$ cat src/rtl/register_file_pkg.sv
// Shared types and default datapath geometry for the architectural register bank.
package register_file_pkg;

   typedef enum logic {
      CLEAR = 1'b0,
      IDLE  = 1'b1
   } rf_state_t;

   localparam int unsigned RF_WIDTH = 16;
   localparam int unsigned RF_DEPTH = 8;
   localparam int unsigned RF_LANE  = 4;

endpackage

$ cat src/rtl/regfile_lane_merge.sv
// Combinational lane-masked merge: lanes with mask set take new_data, others keep old_data.
module regfile_lane_merge
   import register_file_pkg::*;
#(
   parameter  int unsigned WIDTH = RF_WIDTH,
   parameter  int unsigned LANE  = RF_LANE,
   localparam int unsigned LANES = WIDTH / LANE
) (
   input  logic [WIDTH-1:0] old_data,
   input  logic [WIDTH-1:0] new_data,
   input  logic [LANES-1:0] mask,
   output logic [WIDTH-1:0] merged
);

   always_comb begin
      merged = old_data;
      for (int unsigned k = 0; k < LANES; k++) begin
         if (mask[k]) begin
            merged[k*LANE +: LANE] = new_data[k*LANE +: LANE];
         end
      end
   end

endmodule

$ cat src/rtl/register_file.sv
// DEPTH x WIDTH register file: one lane-masked write port, two registered read ports
// with same-cycle write bypass, and a one-entry-per-cycle clear sweep after reset/clr.
module register_file
   import register_file_pkg::*;
#(
   parameter  int unsigned WIDTH    = RF_WIDTH,
   parameter  int unsigned DEPTH    = RF_DEPTH,
   parameter  int unsigned LANE     = RF_LANE,
   parameter  int unsigned ZERO_REG = 1,
   localparam int unsigned LANES    = WIDTH / LANE,
   localparam int unsigned AW       = $clog2(DEPTH)
) (
   input  logic             clk,
   input  logic             reset,
   input  logic             clr,
   input  logic             we,
   input  logic [AW-1:0]    waddr,
   input  logic [WIDTH-1:0] wdata,
   input  logic [LANES-1:0] wmask,
   input  logic             re_a,
   input  logic [AW-1:0]    raddr_a,
   input  logic             re_b,
   input  logic [AW-1:0]    raddr_b,
   output logic [WIDTH-1:0] rdata_a,
   output logic             rvalid_a,
   output logic [WIDTH-1:0] rdata_b,
   output logic             rvalid_b,
   output logic             busy,
   output logic             wr_drop
);

   rf_state_t        state;
   logic [AW-1:0]    ptr;
   logic [WIDTH-1:0] mem [DEPTH];

   logic             in_clear;
   logic             wr_zero;
   logic             wr_acc;
   logic             wr_rej;
   logic             blank;
   logic [WIDTH-1:0] merged;
   logic [WIDTH-1:0] rsel_a;
   logic [WIDTH-1:0] rsel_b;

   assign in_clear = (state == CLEAR);
   assign busy     = in_clear;
   assign wr_zero  = (ZERO_REG != 0) && (waddr == '0);
   assign wr_acc   = we && !in_clear && !clr && !wr_zero;
   assign wr_rej   = we && (in_clear || clr);
   assign blank    = in_clear || clr;

   // One merge feeds both the storage write and the read bypass.
   regfile_lane_merge #(
      .WIDTH (WIDTH),
      .LANE  (LANE)
   ) u_merge (
      .old_data (mem[waddr]),
      .new_data (wdata),
      .mask     (wmask),
      .merged   (merged)
   );

   // Storage has no reset so it can map to a single-write-port RAM.
   always_ff @(posedge clk) begin
      if (in_clear) begin
         mem[ptr] <= '0;
      end else if (wr_acc) begin
         mem[waddr] <= merged;
      end
   end

   always_comb begin
      rsel_a = mem[raddr_a];
      if (blank || ((ZERO_REG != 0) && (raddr_a == '0))) begin
         rsel_a = '0;
      end else if (wr_acc && (raddr_a == waddr)) begin
         rsel_a = merged;
      end
   end

   always_comb begin
      rsel_b = mem[raddr_b];
      if (blank || ((ZERO_REG != 0) && (raddr_b == '0))) begin
         rsel_b = '0;
      end else if (wr_acc && (raddr_b == waddr)) begin
         rsel_b = merged;
      end
   end

   always_ff @(posedge clk or posedge reset) begin
      if (reset) begin
         state    <= CLEAR;
         ptr      <= '0;
         rdata_a  <= '0;
         rvalid_a <= 1'b0;
         rdata_b  <= '0;
         rvalid_b <= 1'b0;
         wr_drop  <= 1'b0;
      end else begin
         wr_drop  <= wr_rej;
         rvalid_a <= re_a;
         rvalid_b <= re_b;
         if (re_a) begin
            rdata_a <= rsel_a;
         end
         if (re_b) begin
            rdata_b <= rsel_b;
         end

         if (clr) begin
            state <= CLEAR;
            ptr   <= '0;
         end else if (in_clear) begin
            if (ptr == AW'(DEPTH - 1)) begin
               state <= IDLE;
               ptr   <= '0;
            end else begin
               ptr <= ptr + AW'(1);
            end
         end
      end
   end

endmodule

$ cat config.mk
export PLATFORM = sky130hd
export DESIGN_NAME = register_file
export DESIGN_NICKNAME = d
export VERILOG_FILES = /design/src/rtl/register_file_pkg.sv /design/src/rtl/regfile_lane_merge.sv /design/src/rtl/register_file.sv
export SDC_FILE = /design/constraint.sdc
export NUM_CORES = 1
export LEC_CHECK = 0
export ABC_AREA = 1
export CAP_MARGIN = 10
export CORE_MARGIN = 2
export CORE_UTILIZATION = 60
export DETAILED_ROUTE_END_ITERATION = 8
export HOLD_SLACK_MARGIN = 0.12
export PLACE_DENSITY_LB_ADDON = 0.3
export SLEW_MARGIN = 20
export SYNTH_ARGS = -nofsm -noshare
export SYNTH_HDL_FRONTEND = slang
export SYNTH_SLANG_ARGS = --single-unit
$ cat constraint.sdc
create_clock -name clk -period 3.2 [get_ports clk]
set_clock_uncertainty 0.1 [all_clocks]
set_input_delay 0.32 -clock clk [delete_from_list [all_inputs] [get_ports clk]]
set_output_delay 0.32 -clock clk [all_outputs]
set_load 0.01 [all_outputs]
==> flow_summary.json <==
{
  "yosys_warnings": 0,
  "die_area_mm2": 0.0180,
  "drc_errors": 1,
  "gr-usage-all-layers": 0.376,
  "ioPinCount": 71,
  "cts_sinks": 167,
  "final-hold-violation-count": 0,
  "grt_pass1_vias": 9195,
  "nFillCells": 1293,
  "synth_area_per_cell_um2": 7.30,
  "violations": "DRC",
  "reg2reg_from": "state$_DFF_PP0_",
  "grt_pass1_wl_um": 51500,
  "p_leak_nw": 5.47,
  "relSlewSlack": 0.448,
  "vias": 10197,
  "core_area_mm2": 0.0166,
  "cts_hold_buf": 0,
  "timing.final.max_slew_violations": 0,
  "postSynthNetCount": 1430,
  "antenna_found_initial": 0,
  "worstPathMaxFanout": 14,
  "drt_first_iter_violations": 1903,
  "ys_async_sr_fraction": 0.234,
  "h-tree-depth": 4,
  "crit_required_ns": 3.22,
  "dpl.cell_count": 1651,
  "min_period_ns": 2.47,
  "hpwlAfterDp_um": 21000,
  "diodes": 0,
  "ys_seq_elements": 167,
  "ctsResizeCount": 0,
  "r2r_setup_slack_ns": 0.73,
  "tns_ns": 0,
  "rsz0062_at_grt": "no",
  "io_buffers": 70,
  "peakVddDrop_mv": 0.406,
  "die_w_um": 134,
  "ys.flop_type": "edfxtp_1",
  "worstSetupPathType": "reg -> reg",
  "setup_viol": 0,
  "post-route-util": 0.708,
  "stdcell_count": 1683,
  "place_ws_ns": 0.440,
  "postRouteAntennaNets": 0,
  "cts_root_buffer": "clkbuf_16",
  "power.total_mw": 5.58,
  "holdWs_ns": 0.196,
  "syn_inst": 1393,
  "power_density_mw_per_mm2": 475,
  "finalCritPeriodShare": 0.772,
  "crit_arrival_ns": 2.49,
  "worst_pin_slew_ns": 0.828,
  "cts_tree": "done",
  "drv_cap": 0,
  "final_nets": 1487,
  "cts_made_buffers": 17,
  "hold_class": "in -> async",
  "std_cell_rows": 47,
  "grt_max_degree": 91,
  "totalWireLength_um": 33000,
  "place_congestion": 0.970,
  "fin_ws_ns": 0.730,
  "die_height_um": 134,
  "start_kind": "register",
  "clk_latency_ns": 0.44,
  "stdcell_area_mm2": 0.0117,
  "worstReg2RegEnd": "mem[7][0]$_DFFE_PP_",
  "fmax_mhz": 405,
  "vias_per_cell": 6.06,
  "synth_edf_count": 128,
  "r2r_cells": 9,
  "syn_area_mm2": 0.0102,
  "synth_cell_type_count": 32,
  "drtPass1Iterations": 9,
  "clkSlewWorstSetupHoldPaths_ns": 0.06,
  "grt_overflow": 0,
  "place_area_mm2": 0.0111,
  "status": "finished with violations",
  "crit_path_end_kind": "register",
  "avgRoutedWirePerCell_um": 19.6,
  "cts_buffer_depth": 2,
  "floorplan.initialDensity": 0.613,
  "ys_seq_area_frac": 0.474,
  "postCtsSetupRepairBufs": 0,
  "areaGrowthSynthToFinish_pct": 15.5,
  "drive_above_1_share": 0.0793
}
-- logic make-up (layout without fill, tap and decap cells) --
family	Yosys count	in the layout	synth area share
AOI/OAI and AO/OA	45	45	0.0261
xor gates and xnor gates	1	1	0.000862
adders and majority gates	2	2	0.00246
buffers and inverters	228	298	0.0950
DFF	167	167	0.474
and+or+nand+nor	950	950	0.401
-- critical path: stages (launching register included) --
cell	delay, ns
dfrtp_1	0.52
nand2_2	0.11
nor2_4	0.11
nand2_4	0.08
nand2_1	0.06
o21ai_0	0.12
inv_1	0.10
nand2_1	0.08
nor2_1	0.46
buf_4	0.40
-- per-layer routing --
metal  global-route usage  up-vias  share of wire
met3                0.145      150           0.17
li1                     -     4602              -
met1                0.530     4506           0.38
met2                0.530      939           0.41
met5                    0        -              0
met4                0.136        0          0.038
-- placed cells by master (no fill, tap or decap), drive strengths merged, types with 11 or more instances in the layout --
| master | n |
|---|---|
| nor2 | 40 |
| dfrtp | 39 |
| or2 | 18 |
| edfxtp | 128 |
| a21oi | 33 |
| nand2 | 571 |
| buf | 49 |
| clkbuf | 19 |
| o21ai | 11 |
| clkdlybuf4s50 | 67 |
| inv | 145 |
| nand3 | 317 |
-- cell usage after synthesis, types with 3 or more instances --
library cell,n,area (µm²)
a21oi_1,23,115
nand3_1,316,1580
inv_2,12,45.0
nor2_2,3,18.8
o21ai_0,9,45.0
nor2_1,35,131
edfxtp_1,128,3840
clkbuf_1,22,82.6
buf_6,4,45.0
buf_4,6,45.0
inv_1,134,503
buf_1,5,18.8
nand2_1,568,2130
dfrtp_1,39,976
a21oi_2,10,87.6
buf_2,41,205
or2_1,16,100
-- sequential cells by signal, indices dropped and copies added, names as in the netlist --
register  count
rvalid_b      1
rvalid_a      1
rdata_b      16
state         1
ptr           3
rdata_a      16
mem         128
wr_drop       1
-- cell type report --
| cell class | instances | area (µm²) | area share |
|---|---|---|---|
| sequential | 167 | 4820 | 0.411 |
| multi-input combinational | 998 | 4380 | 0.373 |
| timing repair buffer | 116 | 1060 | 0.0900 |
| inverter | 150 | 569 | 0.0485 |
| clock buffer | 19 | 433 | 0.0369 |
| tap | 220 | 275 | 0.0235 |
| clock inverter | 13 | 204 | 0.0174 |
-- how the worst max path moves through the flow --
stage,startpoint,end,slack (ns),depth (start not counted)
after global placement,waddr[1],mem[7][7]$_DFFE_PP_,0.43,10
after detailed placement,waddr[1],mem[7][0]$_DFFE_PP_,0.44,10
after global routing,state$_DFF_PP0_,mem[6][12]$_DFFE_PP_,0.66,9
final,state$_DFF_PP0_,mem[7][0]$_DFFE_PP_,0.73,9
after CTS,state$_DFF_PP0_,mem[7][15]$_DFFE_PP_,0.79,9
after floorplan,waddr[1],mem[0][0]$_DFFE_PP_,0.81,9
-- power by group --
group | leakage [nW] | switching [mW] | internal, mW | total [mW]
registers | 1.77 | 0.0578 | 2.43 | 2.49
clock network | 0.301 | 0.871 | 1.38 | 2.25
logic | 3.40 | 0.579 | 0.254 | 0.833
total | 5.47 | 1.51 | 4.07 | 5.58
Power figures use the tool's default switching activity.
